## config.mk

```make
export PLATFORM = sky130hd
export DESIGN_NAME = bht_update_ctrl
export DESIGN_NICKNAME = d
export VERILOG_FILES = /design/src/rtl/bht_update_ctrl.sv
export SDC_FILE = /design/constraint.sdc
export NUM_CORES = 1
export LEC_CHECK = 0
export ABC_AREA = 1
export CAP_MARGIN = 10
export CORE_UTILIZATION = 31
export CTS_CLUSTER_DIAMETER = 80
export DETAILED_ROUTE_END_ITERATION = 7
export GPL_ROUTABILITY_DRIVEN = 0
export GPL_TIMING_DRIVEN = 0
export PLACE_DENSITY = 0.49
export SKIP_CTS_REPAIR_TIMING = 1
export SLEW_MARGIN = 20
export SYNTH_ARGS = -nofsm -noshare
export SYNTH_HDL_FRONTEND = slang
export SYNTH_SLANG_ARGS = --single-unit
```

## constraint.sdc

```tcl
create_clock -name clk_i -period 6.21 [get_ports clk_i]
set_clock_uncertainty 0.2 [all_clocks]
set_input_delay 1.5525 -clock clk_i [delete_from_list [all_inputs] [get_ports clk_i]]
set_output_delay 1.5525 -clock clk_i [all_outputs]
set_load 0.05 [all_outputs]
```

## src/rtl/bht_update_ctrl.sv

```systemverilog
// Purpose: sequence all BHT table writes: in-order resolved-branch FIFO plus flush clear sweep.
// Latency: update accepted at edge t is written during cycle t+1 at the earliest; sweep takes 2**INDEX_WIDTH unheld cycles.
// Backpressure: hold_i stalls writes and pauses the sweep; upd_ready_o drops when the FIFO is full or a sweep is running.
module bht_update_ctrl #(
   parameter int INDEX_WIDTH = 10,
   parameter int FIFO_DEPTH  = 4
) (
   input  logic                          clk_i,
   input  logic                          rst_i,
   input  logic                          flush_i,
   input  logic                          hold_i,
   input  logic                          upd_valid_i,
   input  logic [INDEX_WIDTH-1:0]        upd_index_i,
   input  logic                          upd_taken_i,
   output logic                          upd_ready_o,
   output logic                          wr_en_o,
   output logic [INDEX_WIDTH-1:0]        wr_index_o,
   output logic                          wr_taken_o,
   output logic                          wr_clear_o,
   output logic                          busy_o,
   output logic [$clog2(FIFO_DEPTH):0]   count_o,
   output logic                          dropped_o
);

   localparam int PW = $clog2(FIFO_DEPTH);
   localparam int CW = PW + 1;

   typedef enum logic [0:0] {S_RUN, S_CLEAR} state_t;

   typedef struct packed {
      logic [INDEX_WIDTH-1:0] index;
      logic                   taken;
   } upd_t;

   state_t                 r_state;
   state_t                 w_state_nxt;
   upd_t                   r_mem [FIFO_DEPTH];
   logic [PW-1:0]          r_rd_ptr;
   logic [PW-1:0]          r_wr_ptr;
   logic [CW-1:0]          r_count;
   logic [INDEX_WIDTH-1:0] r_sweep;
   logic                   r_dropped;

   logic                   w_empty;
   logic                   w_ready;
   logic                   w_push;
   logic                   w_pop;
   logic                   w_sweep_last;
   upd_t                   w_head;
   logic                   w_wr_en;
   logic [INDEX_WIDTH-1:0] w_wr_index;
   logic                   w_wr_taken;
   logic                   w_wr_clear;
   logic                   w_busy;

   // Acceptance looks only at registered occupancy, so a full FIFO refuses even while it pops.
   assign w_empty      = (r_count == '0);
   assign w_ready      = (r_state == S_RUN) && (r_count < CW'(FIFO_DEPTH));
   assign w_push       = upd_valid_i && w_ready && !flush_i;
   assign w_pop        = (r_state == S_RUN) && w_wr_en;
   assign w_sweep_last = (r_sweep == '1);
   assign w_head       = r_mem[r_rd_ptr];

   // State register.
   always_ff @(posedge clk_i) begin
      if (rst_i) r_state <= S_RUN;
      else       r_state <= w_state_nxt;
   end

   // Next state and write-port outputs; write port sees only state and hold_i, never upd_* or flush_i.
   always_comb begin
      w_state_nxt = r_state;
      w_wr_en     = 1'b0;
      w_wr_index  = '0;
      w_wr_taken  = 1'b0;
      w_wr_clear  = 1'b0;
      w_busy      = 1'b0;
      case (r_state)
         S_RUN: begin
            w_wr_en = !w_empty && !hold_i;
            if (!w_empty) begin
               w_wr_index = w_head.index;
               w_wr_taken = w_head.taken;
            end
            if (flush_i) w_state_nxt = S_CLEAR;
         end
         S_CLEAR: begin
            w_busy     = 1'b1;
            w_wr_en    = !hold_i;
            w_wr_clear = 1'b1;
            w_wr_index = r_sweep;
            // A flush on the terminal index restarts rather than exits.
            if (!flush_i && !hold_i && w_sweep_last) w_state_nxt = S_RUN;
         end
         default: w_state_nxt = S_RUN;
      endcase
   end

   // Sweep counter: restart on flush, advance on each issued clear, stop at the terminal index.
   always_ff @(posedge clk_i) begin
      if (rst_i) begin
         r_sweep <= '0;
      end else if (flush_i) begin
         r_sweep <= '0;
      end else if ((r_state == S_CLEAR) && !hold_i) begin
         r_sweep <= w_sweep_last ? '0 : r_sweep + INDEX_WIDTH'(1);
      end
   end

   // FIFO storage; contents need no reset since occupancy gates every read.
   always_ff @(posedge clk_i) begin
      if (w_push) r_mem[r_wr_ptr] <= '{index: upd_index_i, taken: upd_taken_i};
   end

   // FIFO pointers and occupancy; a flush from RUN discards everything pending.
   always_ff @(posedge clk_i) begin
      if (rst_i || ((r_state == S_RUN) && flush_i)) begin
         r_rd_ptr <= '0;
         r_wr_ptr <= '0;
         r_count  <= '0;
      end else begin
         if (w_push) r_wr_ptr <= r_wr_ptr + PW'(1);
         if (w_pop)  r_rd_ptr <= r_rd_ptr + PW'(1);
         case ({w_push, w_pop})
            2'b10:   r_count <= r_count + CW'(1);
            2'b01:   r_count <= r_count - CW'(1);
            default: r_count <= r_count;
         endcase
      end
   end

   // Dropped pulse: an offered update that was refused or collided with a flush.
   always_ff @(posedge clk_i) begin
      if (rst_i) r_dropped <= 1'b0;
      else       r_dropped <= upd_valid_i && (!w_ready || flush_i);
   end

   assign upd_ready_o = w_ready;
   assign wr_en_o     = w_wr_en;
   assign wr_index_o  = w_wr_index;
   assign wr_taken_o  = w_wr_taken;
   assign wr_clear_o  = w_wr_clear;
   assign busy_o      = w_busy;
   assign count_o     = r_count;
   assign dropped_o   = r_dropped;

endmodule

```

* Word-level counts from Yosys, hierarchy flattened
Memories as Yosys holds them, arrays and structs flattened. A register that Yosys moved wholly into a read port is not among the register bits.
Cells that the tools add are included.
W data, S select, Z words.
** Storage, ports and cells
- Word-level logic and storage cells :: 51
- Flip-flop bits (word level) :: 19
- RAM bits :: 44
- Memories kept :: 1
** Memories
- r_mem :: words 4, bits a word 11, rd ports 1, clocked after Yosys merged registers in 1, wr ports 1, line 37 : upd_t r_mem [FIFO_DEPTH];
** Operators by class
- $add $sub $neg :: 5
- Order comparisons :: 1
- Equal/unequal tests :: 3
- Reductions and logical operators :: 19
- Multiplexer cells :: 15
- Bitwise logic cells :: 1
** Operators by type and width (number)
- $mux W10 :: 2
- $pmux W10 S2 :: 1
- $add A10 B1 Y10 const B :: 1
- $eq A10 B10 Y1 const B :: 1
- $logic_and A1 B1 Y1 :: 10
- $mux W1 :: 7
- $pmux W3 S2 :: 1
- $add A2 B1 Y2 const B :: 2
- $logic_not A1 Y1 :: 4
- $mux W2 :: 2
- $pmux W1 S2 :: 2
- $add A3 B1 Y3 const B :: 1
- $logic_not A3 Y1 :: 1
- $lt A3 B3 Y1 const B :: 1
- $sub A3 B1 Y3 const B :: 1
- $eq A2 B1 Y1 const B :: 1
- $eq A2 B2 Y1 const B :: 1
- $logic_or A1 B1 Y1 :: 2
- $reduce_bool A2 Y1 :: 1
- $reduce_or A2 Y1 :: 1
- $not A1 Y1 :: 1

* Logic depth before layout (Yosys ltp)
- Depth after elaboration :: 7
- Mapped depth :: 11
- Gate-level depth less buffers :: 11

* Worst setup path before layout
No wires, ideal clock.
- Path kind :: input -> output
- From :: in hold_i
- To :: out wr_en_o
- Required time :: 4.457 ns
- Arrival :: 2.358 ns
- Cell stages on the path :: 1
- Slack :: 2.099 ns
- Cell sequence :: a31oi_1
** On the way
- Longest elaborated chain between the ends :: 3
** RTL lines
- start: declaration :: line 11 : input logic hold_i,
- $logic_not A1 Y1 * :: line 80, 89
- $logic_and A1 B1 Y1 :: line 80 : w_wr_en = !w_empty && !hold_i;
- $pmux W1 S2 * :: line 78 : case (r_state)
- end: declaration :: line 16 : output logic wr_en_o,
Every way passes the cells marked *; elsewhere a longest branch is shown, timed or not.

* Worst setup path in the final report
Same ends and word-level chain as after synthesis.

==> flow_metrics.tcl <==
set metrics [dict create \
    status "complete, but fails checks" \
    violations "design-rule violations" \
    tightest_slew_ns 0.9937 \
    slew_viol_final 0 \
    grt_pass1_wl_um 10270 \
    htree_levels 3 \
    synth_cell_types 30 \
    start_util_pct 32.38 \
    p_per_area_nw_per_um2 257.9 \
    drtPass1Iterations 8 \
    grt_overflow_total 0 \
    drtIter0Drc 117 \
    synth_area_leaders "edfxtp_1, dfxtp_1, nor2_1, o21ai_0, nand2_1" \
    io_pins 35 \
    finalSetupViolations 0 \
    clkTransAtPathRegs_ns 0.07 \
    syn_area_per_cell_um2 9.880 \
    clk_path_buf_depth 2 \
    synth_common_cells "nor2_1, edfxtp_1, nand2_1, o21ai_0, inv_1" \
    final_nets 358 \
    total_power_w 0.0009111 \
    setup_tns_ns 0 \
    core_area_um2 8848 \
    timing.fmax_mhz 206.1 \
    vdd_drop_max_v 0.0001356 \
    regArea_um2 1742 \
    p_sw_w 0.0002262 \
    final_area_um2 3533 \
    fin_util_pct 39.93 \
    pwr-share-comb_pct 10.9 \
    fillers 896 \
    critical_path.startpoint_type "input pin" \
    cts_tree "built" \
    die_width_um 98.14 \
    max_slew_margin_pct 33.51 \
    yosysWarnings 0 \
    multi_input_area_um2 963.4 \
    yosysTopAreaCellShare_pct 46.11 \
    sequentialPowerShare_pct 52.1 \
    root_buffer "clkbuf_8" \
    numPortBuffers 34 \
    first_global_vias 2112 \
    drt-vias-per-instance 4.658 \
    drc 1 \
    insertion_delay_ns 0.33 \
    area_growth_pct 23.32 \
    drv_cap 0 \
    internal_power_w 0.0006849 \
    placed_area_um2 3346 \
    grt_max_degree 12 \
    drive_above_1_share_pct 11.76 \
    clkPwrFrac_pct 36.9 \
    arrival_ns 3.10 \
    hold_class "flip-flop to flip-flop" \
    numCtsBuffers 9 \
    ant_nets 0 \
    via_count 2087 \
    crit_path_end_kind "primary output" \
    finalCritPeriodShare_pct 78.11 \
    syn_inst 290 \
    num_antenna_cells 0 \
    syn_nets 313 \
    num_rows 34 \
    worstPathRequired_ns 4.46 \
    ys_seq_elements 65 \
    fin_cells 448 \
    yosysTopAreaCell "edfxtp_1" \
    seq_area_frac_synth_pct 60.79 \
    post-route-min-period_ns 4.851 \
    rsz0062_at_grt "false" \
    routedWlPerCell_um 13.85 \
    worst-path-max-fanout 4 \
    synth_ff_type "edfxtp_1" \
    totalWireLength_um 6205 \
    synth-edff-count 44 \
    yosys.cell_count.top_type "nor2_1" \
    p_leak_nw 1.213 \
    dp_cells 432 \
    critical_path_class "input pin to primary output" \
    hpwlAfterDp_um 4392 \
    fp.dieH_um 98.14 \
    antenna_found_initial 0 \
    switching_share_pct 24.83 \
    clkSinkCount 65 \
    syn_area_um2 2865 \
    dieArea_um2 9631 \
    grt_usage_pct 14.01 \
    hold_viol 0 \
    synthArstFlopShare_pct 0 \
]
[worst max-delay path, cell delays in order]
cell	delay [ns]
clkdlybuf4s50_1	0.49
a31oi_1	0.22
clkdlybuf4s50_1	0.84
[final timing paths]
kind / cells past startpoint / slack, ns / start / end
hold reg to reg: 2 / 0.30 / count_o[0] / count_o[0]
setup / recovery: 3 / 1.36 / hold_i / wr_en_o
setup reg to reg: 10 / 3.87 / r_state / count_o[2]
hold / removal: 2 / 0.30 / count_o[0] / count_o[0]
[layer usage]
layer	global-route usage, %	vias to the layer above	part of all wire [%]
li1	-	1065	-
met1	17.95	973	48
met2	22.97	42	47
met3	4.295	7	4.4
met4	3.789	0	0.98
met5	0	-	0
[registers in the layout (all words and copies together) (netlist names), named ones only]
| register | cells |
|---|---|
| count_o | 3 |
| r_wr_ptr | 2 |
| r_rd_ptr | 2 |
| r_sweep | 10 |
| dropped_o | 1 |
| r_mem | 44 |
| r_state | 1 |
[cell type report]
cell class	count	share of cell area (%)
multi-input cells	184	27.27
inverters	34	3.754
clock inverters	7	1.735
flip-flops and latches	65	49.29
clock buffers	9	3.506
plain buffers	7	0.9915
well taps	108	3.824
repair buffers	34	9.632
[cells in the final DEF, fill, tap and decap left out, types with 6 or more instances in the layout]
cell type and instances:
a21oi_1 12, clkbuf_8 9, clkdlybuf4s50_1 34, dfxtp_1 21
edfxtp_1 44, ha_1 6, inv_1 31, nand2_1 39
nor2_1 47, nor2_2 6, o21ai_0 34, o22ai_1 10
[cells by family after synthesis]
logic type	Yosys count	share of synthesized area [%]
simple gates	112	17.69
fa+ha+maj	7	3.319
xor+xnor	1	0.3057
compound gates	64	12.05
buf+inv	41	5.852
flops	65	60.79
[stage by stage]
| stage | setup WS, ns | hold slack (ns) |
|---|---|---|
| after floorplan | 2.099 | 0.2649 |
| after global placement | 1.364 | 0.2863 |
| after detailed placement | 1.366 | 0.2873 |
| after CTS | 1.352 | 0.2993 |
| after global routing | 1.276 | 0.3386 |
| final | 1.359 | 0.3013 |
[power groups by stage]
stage | sequential [W] | combinational, W | clock, W
4_1_cts | 0.000475 | 0.000101 | 0.000347
3_3_place_gp | 0.000485 | 0.0000996 | 0
2_1_floorplan | 0.000490 | 0.0000544 | 0
5_1_grt | 0.000476 | 0.000109 | 0.000363
6_report | 0.000475 | 0.0000994 | 0.000337
3_5_place_dp | 0.000485 | 0.000100 | 0
Power figures use the tool's default switching activity.
